===== src/rtl/instr_encoder_loader.sv =====
// Field-level RV32I instruction encoder that streams packed words
// into consecutive instruction-memory addresses for program preload.
module instr_encoder_loader #(
   parameter int ADDR_WIDTH = 8,
   parameter int BASE_ADDR  = 0
) (
   input  logic                  clk,
   input  logic                  rst,
   input  logic                  start,
   input  logic                  finish,
   input  logic                  in_valid,
   output logic                  in_ready,
   input  logic [1:0]            in_fmt,
   input  logic [6:0]            in_opcode,
   input  logic [4:0]            in_rd,
   input  logic [4:0]            in_rs1,
   input  logic [4:0]            in_rs2,
   input  logic [2:0]            in_funct3,
   input  logic [6:0]            in_funct7,
   input  logic [31:0]           in_imm,
   output logic                  mem_we,
   output logic [ADDR_WIDTH-1:0] mem_addr,
   output logic [31:0]           mem_wdata,
   output logic [ADDR_WIDTH:0]   count,
   output logic                  busy,
   output logic                  done,
   output logic                  overflow,
   output logic                  fmt_err
);

   localparam logic [1:0] S_IDLE  = 2'd0;
   localparam logic [1:0] S_LOAD  = 2'd1;
   localparam logic [1:0] S_WRITE = 2'd2;
   localparam logic [1:0] S_DONE  = 2'd3;

   localparam logic [1:0] F_I = 2'b00;
   localparam logic [1:0] F_S = 2'b01;
   localparam logic [1:0] F_B = 2'b10;
   localparam logic [1:0] F_R = 2'b11;

   localparam logic [ADDR_WIDTH-1:0] BASE = ADDR_WIDTH'(BASE_ADDR);

   logic [1:0]            r_state;
   logic [ADDR_WIDTH:0]   r_count;
   logic [ADDR_WIDTH-1:0] r_addr;
   logic [31:0]           r_wdata;
   logic                  r_fin;
   logic                  r_ovf;
   logic                  r_ferr;

   logic                  w_hs;
   logic [31:0]           w_enc;
   logic [ADDR_WIDTH:0]   w_cnt_nxt;
   logic [ADDR_WIDTH-1:0] w_addr;

   assign w_hs      = in_valid & (r_state == S_LOAD);
   assign w_cnt_nxt = r_count + 1'b1;
   assign w_addr    = BASE + r_count[ADDR_WIDTH-1:0];

   always_comb begin
      w_enc = 32'd0;
      unique case (in_fmt)
         F_I: w_enc = {in_imm[11:0], in_rs1, in_funct3,
                       in_rd, in_opcode};
         F_S: w_enc = {in_imm[11:5], in_rs2, in_rs1,
                       in_funct3, in_imm[4:0], in_opcode};
         F_B: w_enc = {in_imm[12], in_imm[10:5], in_rs2,
                       in_rs1, in_funct3, in_imm[4:1],
                       in_imm[11], in_opcode};
         F_R: w_enc = {in_funct7, in_rs2, in_rs1,
                       in_funct3, in_rd, in_opcode};
      endcase
   end

   always_ff @(posedge clk or negedge rst) begin
      if (!rst) begin
         r_state <= S_IDLE;
         r_count <= '0;
         r_addr  <= BASE;
         r_wdata <= 32'd0;
         r_fin   <= 1'b0;
         r_ovf   <= 1'b0;
         r_ferr  <= 1'b0;
      end else begin
         case (r_state)
            S_IDLE: begin
               if (start) begin
                  r_state <= S_LOAD;
                  r_count <= '0;
                  r_ovf   <= 1'b0;
                  r_ferr  <= 1'b0;
                  r_fin   <= 1'b0;
               end
            end
            S_LOAD: begin
               if (w_hs) begin
                  r_wdata <= w_enc;
                  r_addr  <= w_addr;
                  r_fin   <= finish;
                  r_state <= S_WRITE;
                  // odd branch offsets are flagged but still written
                  if (in_fmt == F_B && in_imm[0])
                     r_ferr <= 1'b1;
               end else if (finish) begin
                  r_state <= S_DONE;
               end
            end
            S_WRITE: begin
               r_count <= w_cnt_nxt;
               if (r_fin || w_cnt_nxt[ADDR_WIDTH])
                  r_state <= S_DONE;
               else
                  r_state <= S_LOAD;
            end
            S_DONE: begin
               if (start) begin
                  r_state <= S_LOAD;
                  r_count <= '0;
                  r_ovf   <= 1'b0;
                  r_ferr  <= 1'b0;
                  r_fin   <= 1'b0;
               end else if (in_valid) begin
                  r_ovf <= 1'b1;
               end
            end
            default: r_state <= S_IDLE;
         endcase
      end
   end

   // strobe decoded from state so an async reset drops it at once
   assign mem_we    = (r_state == S_WRITE);
   assign in_ready  = (r_state == S_LOAD);
   assign busy      = (r_state == S_LOAD) | (r_state == S_WRITE);
   assign done      = (r_state == S_DONE);
   assign mem_addr  = r_addr;
   assign mem_wdata = r_wdata;
   assign count     = r_count;
   assign overflow  = r_ovf;
   assign fmt_err   = r_ferr;

endmodule


===== config.mk =====
export PLATFORM = sky130hd
export DESIGN_NAME = instr_encoder_loader
export DESIGN_NICKNAME = d
export VERILOG_FILES = /design/src/rtl/instr_encoder_loader.sv
export SDC_FILE = /design/constraint.sdc
export NUM_CORES = 1
export LEC_CHECK = 0
export ABC_CLOCK_PERIOD_IN_PS = 3400
export CORE_MARGIN = 2
export CORE_UTILIZATION = 40
export DETAILED_ROUTE_END_ITERATION = 7
export GPL_TIMING_DRIVEN = 1
export PLACE_DENSITY = 0.86
export SLEW_MARGIN = 10
export SYNTH_ARGS = -nofsm -noshare
export SYNTH_HDL_FRONTEND = slang
export SYNTH_SLANG_ARGS = --single-unit

===== constraint.sdc =====
create_clock -name clk -period 3.4 [get_ports clk]
set_input_delay 0.34 -clock clk [delete_from_list [all_inputs] [get_ports clk]]
set_output_delay 0.34 -clock clk [all_outputs]
set_load 0.02 [all_outputs]

---- Word-level counts from Yosys, hierarchy flattened ----
Cells that the tools add are included.
storage, ports and cells
  register bits after elaboration ......... 54
  latch bits .............................. 0
  RAM bits ................................ 0
  bits in read-only memories .............. 0
  bits of input ports ..................... 71
  output and inout port bits .............. 55
  word-level logic and storage cells ...... 53
  memories ................................ 0
operators by class
  add/sub/neg operators ................... 1
  multiply operators ...................... 0
  div/mod/pow operators ................... 0
  magnitude comparators ................... 0
  eq/ne operators ......................... 12
  shifts and indexed selects .............. 0
  mux-type cells .......................... 17
  bitwise operators ....................... 2
  reductions and logical operators ........ 14
operator list
  operator                                                                 count
  32-bit one-hot mux with 4 select lines                                   1
  9-bit one-hot mux with 2 select lines                                    1
  9-bit by 1-bit adder with 9-bit output, second input constant            1
  9-bit 2-to-1 mux                                                         1
  2-bit == test, second input constant                                     4
  2-bit 2-to-1 mux                                                         4
  1-bit 2-to-1 mux                                                         6
  2-bit by 1-bit inequality test with 1-bit output, second input constant  3
  1-bit one-hot mux with 2 select lines                                    3
  2-bit one-hot mux with 3 select lines                                    1
  2-bit AND reduction                                                      3
  3-bit AND reduction                                                      2
  2-bit nonzero test                                                       3
  2-bit by 1-bit == test with 1-bit output, second input constant          2
  2-bit zero test                                                          2
  4-bit AND reduction                                                      1
  3-bit by 2-bit inequality test with 1-bit output, second input constant  1
  3-bit inequality test, second input constant                             1
  2-bit inequality test, second input constant                             1
  2-bit OR reduction                                                       1
  1-bit bitwise AND                                                        1
  1-bit logical AND                                                        1
  1-bit logical OR                                                         1
  1-bit bitwise OR                                                         1

---- Longest topological paths before layout ----
Gate-level depths: netlist (run 1).
  depth after elaboration ................. 5
  gate-level depth with buffers ........... 8
  mapped depth without buffers ............ 6

---- Least setup slack after synthesis (run 1) ----
No wires, ideal clock.
  path kind ............................... reg-to-reg
  from .................................... register r_state[0]
  to ...................................... register r_count[3] (netlist: count[3])
  setup time .............................. 0.077 ns
  data arrival time ....................... 1.675 ns
  data required time ...................... 3.323 ns
  path slack .............................. 1.647 ns
  stages on the path, launching flop included .. 7
  buffers on the path ..................... 1
  period minus slack after synthesis ...... 1.753 ns
  cells stage by stage .................... dfrtp_1 > inv_1 > ha_1 > buf_4 > mux2i_2 > or3_1 > a21oi_1
on the way
  word-level cells in the longest chain between the ends .. 4
RTL lines
  item                                                                                                            RTL line  RTL
  start, declared                                                                                                 43        logic [1:0] r_state;
  start signal, assigned                                                                                          77        r_state <= S_IDLE;
  start signal, assigned                                                                                          88        r_state <= S_LOAD;
  start signal, assigned                                                                                          100       r_state <= S_WRITE;
  2-bit == test / 2-bit zero test (equally long branches)                                                         85        case (r_state)
  2-bit OR reduction (no source line)                                                                             --
  2-bit by 1-bit inequality test with 1-bit output (no source line) / 2-bit nonzero test (equally long branches)  --
  2-bit AND reduction (no source line)                                                                            --
  end signal, assigned                                                                                            109       r_count <= w_cnt_nxt;
  end, declared                                                                                                   44        logic [ADDR_WIDTH:0] r_count;
Parallel ways exist; a longest one is shown, timed or not.
A chain may end at the register's enable or synchronous reset.

---- Final worst setup path (run 1) ----
  from .................................... register r_state[0]
  to ...................................... output busy
on the way
  word-level cells in the longest chain between the ends .. 2
RTL lines
  item                                                                              RTL line  RTL
  2-bit by 1-bit == test with 1-bit output / 2-bit == test (equally long branches)  134       assign busy = (r_state == S_LOAD) | (r_state == S_WRITE);
  1-bit bitwise OR (*)                                                              134
  end, declared                                                                     25        output logic busy,
Every way passes the cells marked *; elsewhere a longest branch is shown, timed or not.

==> results of run 1 <==
## cells in the final DEF (no fill, tap or decap), types with 2 or more instances in the layout
| master | netlist | routed |
|---|---|---|
| sky130_fd_sc_hd__nand3b_1 | 2 | 2 |
| sky130_fd_sc_hd__o21ai_1 | 2 | 2 |
| sky130_fd_sc_hd__a21oi_1 | 7 | 7 |
| sky130_fd_sc_hd__nor2_1 | 6 | 6 |
| sky130_fd_sc_hd__nand2_1 | 29 | 28 |
| sky130_fd_sc_hd__inv_1 | 8 | 8 |
| sky130_fd_sc_hd__dfrtp_1 | 54 | 54 |
| sky130_fd_sc_hd__o21ai_0 | 29 | 29 |
| sky130_fd_sc_hd__nor3_1 | 4 | 4 |
| sky130_fd_sc_hd__mux2_2 | 23 | 23 |
| sky130_fd_sc_hd__a21boi_0 | 2 | 2 |
| sky130_fd_sc_hd__xnor2_1 | 2 | 2 |
| sky130_fd_sc_hd__clkbuf_8 | 0 | 8 |
| sky130_fd_sc_hd__nand3_1 | 5 | 5 |
| sky130_fd_sc_hd__mux2i_1 | 16 | 16 |
| sky130_fd_sc_hd__clkdlybuf4s50_1 | 0 | 105 |
| sky130_fd_sc_hd__ha_1 | 5 | 5 |
## power groups by stage
stage                     Combinational [uW]  Sequential [uW]  Clock (uW)
final                                   1400              997         405
after global routing                    1490             1030         444
after CTS                               1420             1000         418
after detailed placement                1410             1010           0
after global placement                  1380              998           0
after floorplan                          514             1260           0
## layer usage
layer	routed length [um]	up-vias	share of wire, %
li1	-	978	-
met1	2541	982	43
met2	3009	65	51
met3	323	4	5.5
met4	44	0	0.74
met5	0	-	0
## metrics by stage
stage | hold slack, ps | power (uW) | instances | setup slack (ps)
5_1_grt | 261.9 | 2971 | 402 | 797.9
4_1_cts | 203.8 | 2835 | 402 | 910.4
3_5_place_dp | 474.0 | 2426 | 394 | 1074
2_1_floorplan | 44.41 | 1778 | 222 | 1647
3_3_place_gp | 461.4 | 2374 | 394 | 1116
6_report | 185.5 | 2802 | 402 | 911.3
## worst max-delay path, delay by kind of cell, from the launching register on
family	cells	cell delay, ps
buffers and inverters	2	800
flip-flops	1	400
adder cells (fa/ha/maj)	1	650
## Yosys cell counts
cell type | instances | share of area (%)
sky130_fd_sc_hd__nor2b_1 | 1 | 0.25
sky130_fd_sc_hd__a21oi_1 | 7 | 1.4
sky130_fd_sc_hd__a21o_1 | 1 | 0.30
sky130_fd_sc_hd__o31ai_1 | 1 | 0.30
sky130_fd_sc_hd__nor3b_1 | 1 | 0.30
sky130_fd_sc_hd__nand2_1 | 29 | 4.4
sky130_fd_sc_hd__inv_1 | 8 | 1.2
sky130_fd_sc_hd__nor2_2 | 1 | 0.25
sky130_fd_sc_hd__clkbuf_1 | 2 | 0.30
sky130_fd_sc_hd__xor2_1 | 1 | 0.35
sky130_fd_sc_hd__a21boi_0 | 2 | 0.60
sky130_fd_sc_hd__a22oi_1 | 1 | 0.30
sky130_fd_sc_hd__mux2_2 | 23 | 10
sky130_fd_sc_hd__nand4b_1 | 1 | 0.35
sky130_fd_sc_hd__xnor2_4 | 1 | 1.1
sky130_fd_sc_hd__nand3_1 | 5 | 1.0
sky130_fd_sc_hd__nand4_2 | 1 | 0.50
sky130_fd_sc_hd__mux2i_1 | 16 | 6.4
sky130_fd_sc_hd__o21ai_1 | 2 | 0.40
sky130_fd_sc_hd__buf_2 | 7 | 1.4
sky130_fd_sc_hd__or3_1 | 1 | 0.25
sky130_fd_sc_hd__nand4_1 | 1 | 0.25
sky130_fd_sc_hd__o21ai_0 | 29 | 5.8
sky130_fd_sc_hd__nand3b_1 | 2 | 0.60
sky130_fd_sc_hd__ha_1 | 5 | 2.5
sky130_fd_sc_hd__nor2_1 | 6 | 0.90
sky130_fd_sc_hd__xnor2_1 | 2 | 0.70
sky130_fd_sc_hd__mux2i_2 | 1 | 0.55
sky130_fd_sc_hd__and3_1 | 1 | 0.25
sky130_fd_sc_hd__a32o_1 | 1 | 0.40
sky130_fd_sc_hd__dfrtp_1 | 54 | 54
sky130_fd_sc_hd__o22ai_1 | 1 | 0.25
sky130_fd_sc_hd__a31oi_1 | 1 | 0.25
sky130_fd_sc_hd__buf_4 | 1 | 0.30
sky130_fd_sc_hd__nor3_1 | 4 | 0.80
sky130_fd_sc_hd__o21a_1 | 1 | 0.30
## state kept, by name, indices dropped and copies added (netlist names)
register	flops
r_state	2
mem_addr	8
r_fin	1
mem_wdata	32
overflow	1
count	9
fmt_err	1
## final cells by class
class / instances / area share (%)
Tap cell: 75 / 2.530
Timing Repair Buffer: 107 / 28.67
Multi-Input combinational cell: 150 / 28.60
Inverter: 8 / 0.8094
Sequential cell: 54 / 36.43
Clock buffer: 8 / 2.968
## worst min path at each step
stage | startpoint | end | slack [ps]
floorplan | rst | count[0] | 40
global placement | mem_wdata[10] | mem_wdata[10] | 460
detailed placement | mem_wdata[23] | mem_wdata[23] | 470
CTS | rst | mem_wdata[30] | 200
global route | rst | mem_wdata[28] | 260
finish | rst | mem_wdata[30] | 190
## cells by family after synthesis
logic type                 count (synthesis)
xor gates and xnor gates                   4
DFF                                       54
and+or+nand+nor                           54
AOI/OAI and AO/OA                         47
adders and majority gates                  5
buffers and inverters                     18
muxes                                     40
==> impl_results.md, run 1 <==
* Status: complete, no violations
* Clock tree from TritonCTS: built
* Average via count per standard cell at 5.047
* Fraction of layout instances using a drive strength above 1 at 11.62%
* Final max-slew violation count at 0
* Horizontal die dimension at 82.90 um
* Actual slew at the worst max-slew pin at 1064 ps
* Tightest slew margin relative to the limit at 28.78%
* Combinational share of power at 50.0%
* Number of cells on the worst reg-to-reg path at 4
* Final TNS setup at 0 ps
* Vias at 2,029
* Number of warnings printed during yosys synthesis at 0
* Portion of the post-synthesis area used by sequential elements at 54.27%
* Global placement routability congestion at 0.7895
* CP startpoint: r_state[0]
* Portion of total power attributed to the clock network at 14.5%
* Synthesized-area fraction occupied by adder cells at 2.513%
* Clk buf depth at 2
* Total inserted antenna cells at 0
* Flops & latches, synth at 54
* Cell-by-cell listing of the critical path: inv_1, ha_1, clkdlybuf4s50_1
* Synthesized-area fraction occupied by ao, oa, aoi and oai cells at 10.35%
* Vias in the first global route at 2,071
* Wire per inst at 14.72 um
* Sw Share at 37.23%
* Type of element launching the critical path: flip-flop
* Overall die area at 6872 sq um
* Area share of and/or/nand/nor cells after synthesis at 10.10%
* End point of the critical path: busy
* Multiplexer share of the synthesized area at 17.39%
* Leakage at 0.001635 uW
* Maximum level of the CTS H-tree at 2
* Synthesized Nets at 298
* Max stage delay on crit path at 710 ps
* Reg-to-reg critical path startpoint: r_state[1]
* Global-route usage over all layers at 17.61%
* Clock-pin slew reported for the worst setup and hold paths after clock tree synthesis at 90 ps
* Sinks on Clock Net at 54
* Total count of hold-check failures in the final report at 0
* Post-DRT Antenna Nets at 0
* Largest family of logic cells by synthesized area: multiplexers
* Final critical delay including setup and external delays at 2489 ps
* Average footprint of a synthesized cell at 11.22 sq um
* Layout-stage area growth over the synthesis result at 49.00%
* # Post-CTS Setup Buffers at 0
* Final setup skew at 6.330 ps
* Filler cells at 506
* Floorplan Core Area at 5956 sq um
* First-pass GRT wire length at 9.956 mm
* Peak clock frequency supported by timing at 401.8 MHz
* Cell-internal power at 1759 uW
* Cell variety after synth at 36
* Number of buffers created by CTS at 5
* Maximum vdd drop at 0.4151 mV
* Initial standard-cell utilization of the core at 41.81%
* Parity-gate share of the synthesized area counting xor and xnor cells at 2.161%
* Switching power of the nets at 1043 uW
* Reg2reg setup slack at 1230 ps
* HP Class: primary input to async pin
* Type of the worst setup path: flip-flop to output pin
* Number of buffers inserted by hold repair at cts at 0
* Area post-placement at 3600 sq um
* Fraction of met3 tracks used by global routing at 4.771%
* Crit path arrival time at 2150 ps
* Setup crit end kind: output pin
* Global routing's busiest layer: met2
* Syn Inst Count at 222
* Pin count of the biggest net entering global routing at 59
* Vertical die dimension at 82.90 um
* Final Routed Wirelength at 5.919 mm
* FF/Latch Area at 1351 sq um
* Quantity of I/O buffers inserted on ports at 106
* Post-route fraction of the period consumed by the critical path at 73.20%
* FP Rows at 28
* Cell with the largest stage delay on the worst path: sky130_fd_sc_hd__clkdlybuf4s50_1
* GRT met2 Usage at 30.50%
* PostCTS Resize Cnt at 0
* Fraction of met1 tracks used by global routing at 22.19%
* Required @ worst endpoint at 3060 ps
* Antenna violations before repair at 0
* Layout Cell Area excl Fill at 3710 sq um
* 1st-pass router iterations at 4
* Final core area utilization at 62.29%
* Worst flop-to-flop path endpoint: mem_wdata[15]
* Setup violation total in the final timing report at 0
* Sequential share of power at 35.6%
* Detail Placement HPWL at 4.380 mm
* Layout net count at 402
* Later-pin clock latency in the skew report at 300 ps
* Area of the multi-input gates at 1061 sq um
* Io pins at 126
* Netlist Area Pre-Place at 2490 sq um
* Maxcap violations at 0
* Worst Path Max Fanout at 18
* Areal power density over the cells at 755.3 nW/um^2
* Remaining routing DRC violations at 0
* 1st-iter DRT viols at 54
* Root buffer cell: sky130_fd_sc_hd__clkbuf_8
* Overflow left after global routing at 0
* Unrepaired setup endpoints after global routing: no
Note: power is estimated with default switching activity, not from simulation.
==> run 2, diff against run 1 <==
--- a/config.mk
+++ b/config.mk
@@ -5,12 +5,12 @@
 export SDC_FILE = /design/constraint.sdc
 export NUM_CORES = 1
 export LEC_CHECK = 0
-export ABC_CLOCK_PERIOD_IN_PS = 3400
+export ABC_CLOCK_PERIOD_IN_PS = 2000
 export CORE_MARGIN = 2
-export CORE_UTILIZATION = 40
+export CORE_UTILIZATION = 36
 export DETAILED_ROUTE_END_ITERATION = 7
 export GPL_TIMING_DRIVEN = 1
-export PLACE_DENSITY = 0.86
+export PLACE_DENSITY = 0.82
 export SLEW_MARGIN = 10
 export SYNTH_ARGS = -nofsm -noshare
 export SYNTH_HDL_FRONTEND = slang
==> constraint.sdc (replaced) <==
create_clock -name clk -period 2 [get_ports clk]
set_input_delay 0.2 -clock clk [delete_from_list [all_inputs] [get_ports clk]]
set_output_delay 0.2 -clock clk [all_outputs]
set_load 0.02 [all_outputs]
==> run 2 against run 1 <==
Against the previous run:
- critical path depth is 4 higher
- power increased by 67%
- final area rose by 0.81%
- via count rose by 1.5%
- worst setup slack worse by 680 ps
- clock-buffer cell count decreased by 3
- register-to-register slack worse by 1000 ps
- worst hold slack improved by 190 ps
- final cell count grew 2.2%
- sequential share of layout area down 0.29 points
- sequential power up 70%
==> impl_results.md, run 2 (synthesis results as in run 1) <==
* Average via count per standard cell at 5.010
* Initial standard-cell utilization of the core at 36.85%
* Final total power at 4686 uW
* Tightest slew margin relative to the limit at 70.33%
* Post-DRT Antenna Nets at 0
* Crit path arrival time at 1960 ps
* Overflow left after global routing at 0
* Reg2reg setup slack at 230 ps
* Minimum setup slack in the final design at 231.4 ps
* Later-pin clock latency in the skew report at 300 ps
* Final max-slew violation count at 0
* Setup crit end kind: flip-flop
* Type of the worst setup path: flip-flop to flip-flop
* FF/Latch Area at 1351 sq um
* # Post-CTS Setup Buffers at 0
* Final TNS setup at 0 ps
* Leakage at 0.001669 uW
* Total inserted antenna cells at 0
* 1st-iter DRT viols at 58
* Vias at 2,059
* Required @ worst endpoint at 2190 ps
* Areal power density over the cells at 1253 nW/um^2
* Maximum level of the CTS H-tree at 2
* Peak clock frequency supported by timing at 565.4 MHz
* Max stage delay on crit path at 410 ps
* Area of the multi-input gates at 1064 sq um
* Io pins at 126
* Global-route usage over all layers at 16.52%
* Global placement routability congestion at 0.7911
* Clk buf depth at 2
* Final-layout worst hold slack at 379.0 ps
* Pre-CTS setup slack at 247.9 ps
* Vias in the first global route at 2,128
* Clock tree from TritonCTS: built
* Number of buffers created by CTS at 5
* Layout-stage area growth over the synthesis result at 50.20%
* Final setup skew at 4.988 ps
* Pin count of the biggest net entering global routing at 39
* Setup violation total in the final timing report at 0
* Overall die area at 7598 sq um
* Highest-count cells in the layout ignoring fill and taps: sky130_fd_sc_hd__clkdlybuf4s50_1 (102), sky130_fd_sc_hd__dfrtp_1 (54), sky130_fd_sc_hd__o21ai_0 (29)
* First-pass GRT wire length at 9.784 mm
* Actual slew at the worst max-slew pin at 443.7 ps
* Antenna violations before repair at 0
* Detail Placement HPWL at 4.719 mm
* Remaining routing DRC violations at 0
* Type of element launching the critical path: flip-flop
* Most frequent standard cell in the layout excluding fill and tap cells: sky130_fd_sc_hd__clkdlybuf4s50_1
* Fraction of layout instances using a drive strength above 1 at 12.69%
* Status: complete, no violations
* FP Rows at 30
* Cell-by-cell listing of the critical path: inv_1, ha_1, buf_4, nor2_1, a21oi_1, nor2_1, a21oi_1
* Final critical delay including setup and external delays at 1769 ps
* Floorplan Core Area at 6756 sq um
* Final core area utilization at 55.35%
* Wire per inst at 14.99 um
* Horizontal die dimension at 87.17 um
* Worst Path Max Fanout at 16
* Unrepaired setup endpoints after global routing: no
* HP Class: primary input to async pin
* Clock-pin slew reported for the worst setup and hold paths after clock tree synthesis at 90 ps
* Maxcap violations at 0
* Cell with the largest stage delay on the worst path: sky130_fd_sc_hd__dfrtp_1
* Quantity of I/O buffers inserted on ports at 106
* Final Routed Wirelength at 6.161 mm
* 1st-pass router iterations at 4
* Post-route fraction of the period consumed by the critical path at 88.43%
* Maximum vdd drop at 0.7812 mV
* Sinks on Clock Net at 54
* Max FFs per register at 32
* Layout net count at 407
* Total count of hold-check failures in the final report at 0
* Root buffer cell: sky130_fd_sc_hd__clkbuf_8
* Vertical die dimension at 87.17 um
* Filler cells at 610
run 2: layout make-up:
type | instances | share of cell area (%)
flip-flops and latches | 54 | 36.13
repair buffers | 112 | 29.84
multi-input cells | 150 | 28.44
well taps | 80 | 2.676
clock buffers | 5 | 1.840
inverters | 8 | 0.8029
clock inverters | 2 | 0.2676
run 2: timing repair:
action                     in CTS  in global routing
hold endpoints to repair       16                  0
hold buffers                    1                  0
gates resized for setup         3                  1
setup endpoints to repair       3                  1
run 2: final timing paths:
path | cells after the start | from | endpoint
setup / recovery | 7 | r_state[0] | r_state[1]
hold / removal | 2 | rst | mem_wdata[17]
setup reg to reg | 7 | r_state[0] | r_state[1]
hold reg to reg | 2 | mem_wdata[26] | mem_wdata[26]
max in group asynchronous | 3 | rst | mem_wdata[4]
min in group clk | 2 | mem_wdata[26] | mem_wdata[26]
run 2: per-layer routing:
metal	vias to the layer above	global-route usage [%]	wire length, um
met5	-	0	0
met4	0	3.077	19
met3	2	4.076	355
met2	69	30.67	3168
met1	1000	19.37	2617
li1	988	-	-
run 2: worst max-delay path: cells and delay by family (launching register included):
kind,cells,cell delay [ps]
simple gates,2,450
compound gates,2,140
fa+ha+maj,1,350
buf+inv,2,310
flops,1,410
run 2: power breakdown:
part           internal, uW  switching (uW)  leakage (uW)
Combinational          1180            1230      0.000941
Clock                   236             344     0.0000438
Sequential             1480             214      0.000684
Total                  2900            1790       0.00167
run 2: per-stage QoR:
step	cell area [sq um]	instances
global placement	3649	403
floorplan	2490	222
detailed placement	3649	403
CTS	3737	411
global route	3740	411
finish	3740	411
==> run 3, diff against run 2 <==
--- a/config.mk
+++ b/config.mk
@@ -7,11 +7,11 @@
 export LEC_CHECK = 0
 export ABC_CLOCK_PERIOD_IN_PS = 2000
 export CORE_MARGIN = 2
-export CORE_UTILIZATION = 36
+export CORE_UTILIZATION = 40
 export DETAILED_ROUTE_END_ITERATION = 7
-export GPL_TIMING_DRIVEN = 1
-export PLACE_DENSITY = 0.82
-export SLEW_MARGIN = 10
+export DONT_BUFFER_PORTS = 1
+export GPL_TIMING_DRIVEN = 0
+export PLACE_DENSITY = 0.62
 export SYNTH_ARGS = -nofsm -noshare
 export SYNTH_HDL_FRONTEND = slang
 export SYNTH_SLANG_ARGS = --single-unit
==> run 3 against run 2 <==
Against the previous run:
- die area down 9.6%
- first-iteration DRC count grew 5.2%
- worst setup slack worse by 99 ps
- sequential power rose by 30%
- utilization is 8.8 points lower
- critical path type unchanged
==> impl_results.md, run 3 (synthesis results as in run 1) <==
* Overall die area at 6872 sq um
* First-pass GRT wire length at 8.735 mm
* Final critical delay including setup and external delays at 1867 ps
* Reg-to-reg critical path startpoint: r_state[0]
* WHS Path Cells at 1
* Max FFs per register at 32
* Root buffer cell: sky130_fd_sc_hd__clkbuf_8
* Quantity of I/O buffers inserted on ports at 0
* Final setup skew at 14.55 ps
* Worst hold path startpoint: in_rs1[4]
* Later-pin clock latency in the skew report at 300 ps
* Fraction of met3 tracks used by global routing at 6.163%
* Detail Placement HPWL at 3.887 mm
* Io pins at 126
* Most frequent standard cell in the layout excluding fill and tap cells: sky130_fd_sc_hd__dfrtp_1
* Fraction of met1 tracks used by global routing at 19.35%
* Cell-by-cell listing of the critical path: inv_1, ha_2, buf_4, mux2i_4, or3_1, a21oi_1
* Final max-slew violation count at 0
* Maximum level of the CTS H-tree at 2
* Total count of hold-check failures in the final report at 0
* Clock tree from TritonCTS: built
* 1st-iter DRT viols at 61
* Number of buffers created by CTS at 5
* Highest-count cells in the layout ignoring fill and taps: sky130_fd_sc_hd__dfrtp_1 (54), sky130_fd_sc_hd__nand2_1 (29), sky130_fd_sc_hd__o21ai_0 (29)
* Worst flop-to-flop path endpoint: count[3]
* Pre-CTS setup slack at 44.41 ps
* Required @ worst endpoint at 2230 ps
* Cell with the largest stage delay on the worst path: sky130_fd_sc_hd__dfrtp_1
* Status: complete, no violations
* Maxcap violations at 0
* GRT met2 Usage at 26.10%
* Peak clock frequency supported by timing at 535.5 MHz
* Final Routed Wirelength at 5.206 mm
* Antenna violations before repair at 0
* 1st-pass router iterations at 4
* Actual slew at the worst max-slew pin at 542.7 ps
* Leakage at 0.001282 uW
* CP bufs+invs at 2
* Sinks on Clock Net at 54
* Average via count per standard cell at 5.357
* Filler cells at 558
* Layout-stage area growth over the synthesis result at 11.36%
* Layout net count at 308
* Final total power at 4063 uW
* FP Rows at 28
* Setup violation total in the final timing report at 0
* Fraction of layout instances using a drive strength above 1 at 20.60%
* Floorplan Core Area at 5956 sq um
* Areal power density over the cells at 1465 nW/um^2
* HP Class: primary input to flip-flop
* Layout Cell Area excl Fill at 2773 sq um
* Global routing's busiest layer: met2
* Clock-pin slew reported for the worst setup and hold paths after clock tree synthesis at 100 ps
* Minimum setup slack in the final design at 132.6 ps
* Max stage delay on crit path at 420 ps
* Dominant delay contributor by cell family on the critical path: flip-flops
* Type of element launching the critical path: flip-flop
* Global-route usage over all layers at 15.72%
* Crit path arrival time at 2100 ps
* Initial standard-cell utilization of the core at 41.81%
* Maximum vdd drop at 0.6800 mV
* Remaining routing DRC violations at 0
* Vias in the first global route at 1,647
* Horizontal die dimension at 82.90 um
* Setup crit end kind: flip-flop
* Overflow left after global routing at 0
* Post-route fraction of the period consumed by the critical path at 93.37%
* Area post-placement at 2584 sq um
* Wire per inst at 16.90 um
* Hold EP: mem_wdata[19]
* Post-DRT Antenna Nets at 0
* Total inserted antenna cells at 0
* # Post-CTS Setup Buffers at 0
* Type of the worst setup path: flip-flop to flip-flop
* Clk buf depth at 2
* Tightest slew margin relative to the limit at 63.82%
* Vertical die dimension at 82.90 um
* Number of cells on the worst reg-to-reg path at 6
* Pin count of the biggest net entering global routing at 55
* Global placement routability congestion at 0.7740
* Vias at 1,650
* Reg2reg setup slack at 130 ps
* Worst Path Max Fanout at 8
-- run 3: changes by cell type in the layout (fill, tap and decap cells not counted), moves of 2 or more --
cell / change
sky130_fd_sc_hd__clkdlybuf4s50_1: -102
sky130_fd_sc_hd__buf_2: +6
sky130_fd_sc_hd__buf_4: -3
sky130_fd_sc_hd__clkinv_2: -2
sky130_fd_sc_hd__dlygate4sd2_1: -2
-- run 3: area by class of cell --
class                      count  area (sq um)  share of cell area (%)
buffer                        10         51.30                   1.850
clock buffer                   6         82.58                   2.978
clock inverter                 2         38.79                   1.399
inverter                       8         30.03                   1.083
multi-input combinational    150          1077                   38.85
sequential                    54          1351                   48.74
tap                           75         93.84                   3.384
timing repair buffer           3         47.55                   1.715
-- run 3: metrics by stage --
stage          TNS [ps]  util (%)  hold slack [ps]  cells
2_1_floorplan         0         -           -95.59    222
3_3_place_gp          0     43.38           -94.33    297
3_5_place_dp          0     43.38           -94.09    297
4_1_cts               0     46.22            24.67    308
5_1_grt          -8.776     46.55            12.87    308
6_report              0     46.55            35.93    308
-- run 3: worst max-delay path by stage --
stage / start / endpoint / slack (ps) / depth (start not counted)
global route: r_state[0] / count[3] / -9 / 5
global placement: r_state[0] / count[7] / 50 / 7
floorplan: r_state[0] / count[3] / 250 / 6
finish: r_state[0] / count[3] / 130 / 6
detailed placement: r_state[0] / count[7] / 40 / 7
CTS: r_state[0] / count[5] / 40 / 7
-- run 3: power by group --
| part | switching, uW | total (uW) | leakage, uW | internal [uW] |
|---|---|---|---|---|
| sequential | 723 | 2200 | 0.000684 | 1480 |
| combinational | 609 | 1100 | 0.000536 | 490 |
| clock | 353 | 765 | 0.0000618 | 412 |
| total | 1680 | 4060 | 0.00128 | 2380 |
-- run 3: routing by layer --
layer	routed length, um	vias up	share of wire [%]
met3	447	2	8.6
met5	0	-	0
li1	-	792	-
met4	22	0	0.42
met2	2580	56	50
met1	2156	800	41
-- run 3: worst reg2reg max path: cells and delay by family, from the launching register on --
family,cells,cell delay [ps]
mux,1,220
buf+inv,2,300
simple gates,1,380
fa+ha+maj,1,330
flops,1,420
compound gates,1,160
-- run 3: timing repair --
action                                  4_1_cts  5_1_grt
endpoints found under the hold margin        55        0
gates resized for setup                       0        6
endpoints found under the setup margin        0       24
hold buffers                                  3        0
